### src/rtl/decim3_frame_packer_if.sv
// Sample-stream and frame-output bundle for decim3_frame_packer.
// The master side drives the fast-rate stream; the slave side is the packer.
interface decim3_frame_packer_if #(
    parameter int unsigned DATA_W    = 16,
    parameter int unsigned ERR_CNT_W = 8
);
    logic                 enb;
    logic                 enb_1_3_1;
    logic [DATA_W-1:0]    din;
    logic                 err_clr;
    logic [DATA_W-1:0]    dout_0;
    logic [DATA_W-1:0]    dout_1;
    logic [DATA_W-1:0]    dout_2;
    logic                 dout_valid;
    logic [1:0]           slot;
    logic                 phase_err;
    logic [ERR_CNT_W-1:0] err_cnt;

    modport master (
        output enb, enb_1_3_1, din, err_clr,
        input  dout_0, dout_1, dout_2, dout_valid, slot, phase_err, err_cnt
    );

    modport slave (
        input  enb, enb_1_3_1, din, err_clr,
        output dout_0, dout_1, dout_2, dout_valid, slot, phase_err, err_cnt
    );
endinterface

### src/rtl/decim3_frame_packer.sv
// Packs three enb-qualified samples into one frame for the 1/3-rate section and
// monitors the slow enable for phase alignment against the sample stream.
module decim3_frame_packer #(
    parameter int unsigned DATA_W    = 16,
    parameter int unsigned ERR_CNT_W = 8
) (
    input  logic                 clk,
    input  logic                 reset,
    decim3_frame_packer_if.slave bus
);
    localparam logic [ERR_CNT_W-1:0] CntMax = '1;

    logic [1:0]           slot_q, slot_d, slot_eff;
    logic [DATA_W-1:0]    s0_q, s0_d, s1_q, s1_d;
    logic [DATA_W-1:0]    dout_0_q, dout_0_d, dout_1_q, dout_1_d, dout_2_q, dout_2_d;
    logic                 dout_valid_q, dout_valid_d;
    logic                 phase_err_q, phase_err_d;
    logic [ERR_CNT_W-1:0] err_cnt_q, err_cnt_d;
    logic                 err_event;

    // Slow enable forces the sample into slot 0, which also resyncs a misaligned stream.
    assign slot_eff = bus.enb_1_3_1 ? 2'd0 : slot_q;

    // Error sources: orphan or misplaced slow enable, or slot-0 sample without one.
    assign err_event = bus.enb_1_3_1 ? (!bus.enb || (slot_q != 2'd0))
                                     : (bus.enb && (slot_q == 2'd0));

    always_comb begin
        slot_d       = slot_q;
        s0_d         = s0_q;
        s1_d         = s1_q;
        dout_0_d     = dout_0_q;
        dout_1_d     = dout_1_q;
        dout_2_d     = dout_2_q;
        dout_valid_d = 1'b0;
        if (bus.enb) begin
            case (slot_eff)
                2'd0:    s0_d = bus.din;
                2'd1:    s1_d = bus.din;
                default: begin
                    dout_0_d     = s0_q;
                    dout_1_d     = s1_q;
                    dout_2_d     = bus.din;
                    dout_valid_d = 1'b1;
                end
            endcase
            slot_d = (slot_eff == 2'd2) ? 2'd0 : slot_eff + 2'd1;
        end
    end

    // An error event in the same cycle as err_clr restarts the count at one.
    always_comb begin
        phase_err_d = phase_err_q;
        err_cnt_d   = err_cnt_q;
        if (err_event) begin
            phase_err_d = 1'b1;
            if (bus.err_clr) begin
                err_cnt_d = {{(ERR_CNT_W-1){1'b0}}, 1'b1};
            end else if (err_cnt_q != CntMax) begin
                err_cnt_d = err_cnt_q + {{(ERR_CNT_W-1){1'b0}}, 1'b1};
            end
        end else if (bus.err_clr) begin
            phase_err_d = 1'b0;
            err_cnt_d   = '0;
        end
    end

    always_ff @(posedge clk) begin
        if (reset) begin
            slot_q       <= 2'd0;
            s0_q         <= '0;
            s1_q         <= '0;
            dout_0_q     <= '0;
            dout_1_q     <= '0;
            dout_2_q     <= '0;
            dout_valid_q <= 1'b0;
            phase_err_q  <= 1'b0;
            err_cnt_q    <= '0;
        end else begin
            slot_q       <= slot_d;
            s0_q         <= s0_d;
            s1_q         <= s1_d;
            dout_0_q     <= dout_0_d;
            dout_1_q     <= dout_1_d;
            dout_2_q     <= dout_2_d;
            dout_valid_q <= dout_valid_d;
            phase_err_q  <= phase_err_d;
            err_cnt_q    <= err_cnt_d;
        end
    end

    assign bus.dout_0     = dout_0_q;
    assign bus.dout_1     = dout_1_q;
    assign bus.dout_2     = dout_2_q;
    assign bus.dout_valid = dout_valid_q;
    assign bus.slot       = slot_q;
    assign bus.phase_err  = phase_err_q;
    assign bus.err_cnt    = err_cnt_q;
endmodule
### src/flat_wrapper.sv
// flat-port wrapper written by rule: the top's interface ports become plain ports
module decim3_frame_packer_flat 
#(
    parameter int unsigned DATA_W    = 16,
    parameter int unsigned ERR_CNT_W = 8
)
  (clk, reset, bus_enb, bus_enb_1_3_1, bus_din, bus_err_clr, bus_dout_0, bus_dout_1, bus_dout_2, bus_dout_valid, bus_slot, bus_phase_err, bus_err_cnt);
  decim3_frame_packer_if #(.DATA_W(DATA_W), .ERR_CNT_W(ERR_CNT_W)) bus_i ();
  input  logic clk;
  input  logic reset;
  input wire logic [$bits(bus_i.enb)-1:0] bus_enb;
  input wire logic [$bits(bus_i.enb_1_3_1)-1:0] bus_enb_1_3_1;
  input wire logic [$bits(bus_i.din)-1:0] bus_din;
  input wire logic [$bits(bus_i.err_clr)-1:0] bus_err_clr;
  output wire logic [$bits(bus_i.dout_0)-1:0] bus_dout_0;
  output wire logic [$bits(bus_i.dout_1)-1:0] bus_dout_1;
  output wire logic [$bits(bus_i.dout_2)-1:0] bus_dout_2;
  output wire logic [$bits(bus_i.dout_valid)-1:0] bus_dout_valid;
  output wire logic [$bits(bus_i.slot)-1:0] bus_slot;
  output wire logic [$bits(bus_i.phase_err)-1:0] bus_phase_err;
  output wire logic [$bits(bus_i.err_cnt)-1:0] bus_err_cnt;
  assign bus_i.enb = bus_enb;
  assign bus_i.enb_1_3_1 = bus_enb_1_3_1;
  assign bus_i.din = bus_din;
  assign bus_i.err_clr = bus_err_clr;
  assign bus_dout_0 = bus_i.dout_0;
  assign bus_dout_1 = bus_i.dout_1;
  assign bus_dout_2 = bus_i.dout_2;
  assign bus_dout_valid = bus_i.dout_valid;
  assign bus_slot = bus_i.slot;
  assign bus_phase_err = bus_i.phase_err;
  assign bus_err_cnt = bus_i.err_cnt;
  decim3_frame_packer #(.DATA_W(DATA_W), .ERR_CNT_W(ERR_CNT_W)) u_core (.clk(clk), .reset(reset), .bus(bus_i));
endmodule
### config.mk
export PLATFORM = sky130hd
export DESIGN_NAME = decim3_frame_packer_flat
export DESIGN_NICKNAME = d
export VERILOG_FILES = /design/src/rtl/decim3_frame_packer_if.sv /design/src/rtl/decim3_frame_packer.sv /design/src/flat_wrapper.sv
export SDC_FILE = /design/constraint.sdc
export NUM_CORES = 1
export LEC_CHECK = 0
export BUFFER_PORTS_ARGS = -buffer_cell sky130_fd_sc_hd__buf_2
export CAP_MARGIN = 20
export CORE_MARGIN = 8
export CORE_UTILIZATION = 45
export DETAILED_ROUTE_END_ITERATION = 16
export GPL_ROUTABILITY_DRIVEN = 0
export GPL_TIMING_DRIVEN = 0
export PLACE_DENSITY_LB_ADDON = 0.2
export SYNTH_ARGS = -nofsm -noshare
export SYNTH_HDL_FRONTEND = slang
export SYNTH_SLANG_ARGS = --single-unit
export TNS_END_PERCENT = 20
### constraint.sdc
create_clock -name clk -period 1.4 [get_ports clk]
set_input_delay 0.21 -clock clk [delete_from_list [all_inputs] [get_ports clk]]
set_output_delay 0.21 -clock clk [all_outputs]
set_load 0.02 [all_outputs]
==> results.sh <==
export IMPL_status="finished with violations"
export IMPL_violations="negative setup slack"
export IMPL_initial_core_util_pct=46.0
export IMPL_core_sq_um=7210
export IMPL_critical_path_class="flop to flop"
export IMPL_crit_path_end_kind="flop"
export IMPL_finalPower_mw=4.99
export IMPL_hp_class="primary input to flop"
export IMPL_grt_pass1_vias=3014
export IMPL_rsz0062_at_grt="yes"
export IMPL_final_min_clock_period_ns=1.48
export IMPL_avgViaCountPerCell=5.06
export IMPL_clk_latency_ns=0.35
export IMPL_drive_gt1_share_pct=22.9
export IMPL_fin_cells=606
export IMPL_critical_path_max_fanout=8
export IMPL_r2r_end="u_core.bus.err_cnt[6]$_SDFFE_PP0P_"
export IMPL_gr_total_overflow=0
export IMPL_antenna_cells=0
export IMPL_p_seq_share_pct=54.3
export IMPL_hold_viol_final=0
export IMPL_post_drt_wl_per_cell_um=14.7
export IMPL_syn_avg_cell_area_sq_um=7.97
export IMPL_row_count=31
export IMPL_power_frac_comb_pct=6.3
export IMPL_portBuffers=78
export IMPL_cts_buffers=9
export IMPL_fin_tns_setup_ns=-0.310
export IMPL_clockBufferDepth=2
export IMPL_syn_inst=416
export IMPL_cp_arrival_ns=1.75
export IMPL_pin_count=81
export IMPL_cp_slowest_cell="dfxtp_4"
export IMPL_setup_ws_ns=-0.0836
export IMPL_tritoncts="built"
export IMPL_grt_max_degree=20
export IMPL_p_per_area_nw_per_um2=1210
export IMPL_cts_num_sinks=92
export IMPL_dr_pass1_iters=4
export IMPL_netlist_area_sq_um=3320
export IMPL_place_ws_ns=-0.289
export IMPL_postSynthNetCount=438
export IMPL_switching_share_pct=23.2
export IMPL_r2r_setup_slack_ns=-0.08
export IMPL_drc_errors=0
export IMPL_grt_pass1_wl_um=14500
export IMPL_grt_usage_pct=17.7
export IMPL_ys_seq_area_share_pct=55.5
export IMPL_path_cells="nor3b_4, buf_4, xor2_4, a21oi_1, a311oi_1"
export IMPL_slowest_delay_ns=0.38
export IMPL_crit_start="u_core.bus.slot[1]$_SDFFE_PP0P_"
export IMPL_via_count=3069
export IMPL_die_h_um=102
export IMPL_reg2reg_depth=5
export IMPL_yosysWarningCount=0
export IMPL_ant_nets=0
export IMPL_post_dp_hpwl_um=6750
export IMPL_peakVddDrop_mv=0.592
export IMPL_drt_iter0_markers=111
export IMPL_worstSetupStartpointType="flop"
export IMPL_clock_skew_ns=0.00824
export IMPL_cts_root_buf="clkbuf_8"
export IMPL_dieWidth_um=102
export IMPL_synth_distinct_cells=35
export IMPL_max_freq_mhz=674
export IMPL_fp_dieArea_sq_um=10400
export IMPL_synth_seq_cells=92
export IMPL_area_growth_syn_to_layout_pct=24.4
export IMPL_power_switching_mw=1.16
export IMPL_clockPowerShare_pct=39.4
export IMPL_dp_cells=593
export IMPL_slew_headroom_pct=66.5
export IMPL_fin_nets=525
export IMPL_tightest_slew_ns=0.502
export IMPL_slew_violations=0
export IMPL_intPower_mw=3.83
export IMPL_cap_violations=0
export IMPL_post_route_period_util_pct=106
export IMPL_setup_viol=5
export IMPL_r2r_start="u_core.bus.slot[1]$_SDFFE_PP0P_"
export IMPL_clk_pin_slew_ns=0.09
export IMPL_leakage_nw=1.64
export IMPL_grt_antenna_before_repair=0
export IMPL_wl_um=8920
export IMPL_cp_required_ns=1.66
export IMPL_crit_end="u_core.bus.err_cnt[6]$_SDFFE_PP0P_"
export IMPL_cts_htree_levels=3
==> Yosys cell counts <==
library cell	n	area (sq um)
nor3_1	5	25.0
xnor2_1	1	8.76
o21ai_1	1	5.00
xor2_1	1	8.76
o21a_1	1	7.51
and3b_1	1	8.76
nor2_1	6	22.5
o211ai_1	1	7.51
nand2b_1	4	25.0
nand3b_1	1	7.51
buf_1	2	7.51
o2111ai_1	1	8.76
mux2i_1	1	10.0
nor3b_4	1	18.8
a311oi_1	2	17.5
buf_2	7	35.0
nand3_1	2	10.0
ha_1	1	12.5
clkbuf_1	17	63.8
nand4b_1	1	8.76
a21oi_1	86	430
or2_2	1	6.26
a22o_1	1	8.76
nand2_1	165	619
nor2b_1	2	12.5
a211oi_1	1	7.51
and3_1	1	6.26
a31oi_1	3	18.8
and2_1	1	6.26
o31ai_1	1	7.51
and4b_1	1	10.0
dfxtp_1	92	1840
o21ai_0	2	10.0
nand4_1	1	6.26
or3_1	1	6.26
==> worst max-delay path, delay by kind of cell, from the launching register on <==
kind                      cells  cell delay [ns]
DFF                           1             0.38
and+or+nand+nor               1             0.33
AOI/OAI and AO/OA             2             0.31
buffers and inverters         1             0.20
xor gates and xnor gates      1             0.17
==> worst min-delay path by stage <==
stage / slack (ns) / to / startpoint / cells after the start
after floorplan: 0.35 / u_core.s0_q[0]$_SDFFE_PP0P_ / bus_din[0] / 2
after global placement: 0.44 / u_core.bus.dout_2[12]$_SDFFE_PP0P_ / u_core.bus.dout_2[12]$_SDFFE_PP0P_ / 2
after detailed placement: 0.45 / u_core.bus.dout_0[5]$_SDFFE_PP0P_ / u_core.bus.dout_0[5]$_SDFFE_PP0P_ / 2
after CTS: 0.12 / u_core.bus.dout_2[12]$_SDFFE_PP0P_ / bus_din[12] / 3
after global routing: 0.12 / u_core.s1_q[3]$_SDFFE_PP0P_ / bus_din[3] / 3
final: 0.13 / u_core.s1_q[3]$_SDFFE_PP0P_ / bus_din[3] / 3
==> metal layers <==
| metal | routed length (um) | vias up | GRT usage, % |
|---|---|---|---|
| li1 | - | 1546 | - |
| met2 | 4150 | 80 | 28.6 |
| met4 | 140 | 0 | 6.21 |
| met1 | 4050 | 1432 | 22.3 |
| met5 | 0 | - | 0 |
| met3 | 585 | 11 | 4.77 |
==> registers in the layout (all words and copies together), names as in the netlist <==
| signal | cells |
|---|---|
| u_core.bus.dout_2 | 16 |
| u_core.bus.slot | 2 |
| u_core.s0_q | 16 |
| u_core.bus.dout_1 | 16 |
| u_core.bus.phase_err | 1 |
| u_core.s1_q | 16 |
| u_core.bus.dout_valid | 1 |
| u_core.bus.err_cnt | 8 |
| u_core.bus.dout_0 | 16 |
==> power by group through the flow <==
stage	logic [mW]	clock network [mW]	registers, mW
detailed placement	0.299	0	2.77
CTS	0.300	1.99	2.71
global placement	0.293	0	2.77
finish	0.315	1.97	2.71
floorplan	0.164	0	2.78
global route	0.348	2.11	2.72
==> cells in the final DEF (no fill, tap or decap), drive strengths merged, types with 2 or more instances in the layout <==
cell type,count
clkinv,2
buf,85
a31oi,3
nor2,6
nor3,5
nor2b,2
clkbuf,27
nand3,2
nand2,165
nand2b,4
o21ai,3
a21oi,86
dfxtp,92
a311oi,2
bufinv,2
==> layout make-up <==
class	count	area (sq um)
Timing Repair Buffer	79	398
Buffer	23	106
Multi-Input combinational cell	298	1430
Clock buffer	10	138
Fill cell	717	3090
Sequential cell	92	1850
Clock inverter	5	85.1
Tap cell	99	124
==> logic make-up (layout without fill, tap and decap cells) <==
group                      after synthesis  after routing  synth area share (%)
AOI/OAI and AO/OA                      100            100                  16.0
muxes                                    1              1                 0.302
DFF                                     92             92                  55.5
and+or+nand+nor                        194            194                  24.1
xor gates and xnor gates                 2              2                 0.528
buffers and inverters                   26            117                  3.21
adders and majority gates                1              1                 0.377
==> metrics by stage <==
step / util (%) / instance area, sq um / hold WS (ns)
after floorplan: - / 3330 / 0.346
after global placement: 53.3 / 3850 / 0.440
after detailed placement: 53.3 / 3850 / 0.445
after CTS: 56.4 / 4070 / 0.125
after global routing: 57.2 / 4130 / 0.119
final: 57.2 / 4130 / 0.128
==> timing repair <==
item / CTS / global route
hold buffers: 0 / 0
setup buffers: 0 / 1
gates resized for setup: 4 / 13
pin swaps: 0 / 4
endpoints found under the setup margin: 36 / 56
(Power assumes the default switching activity.)
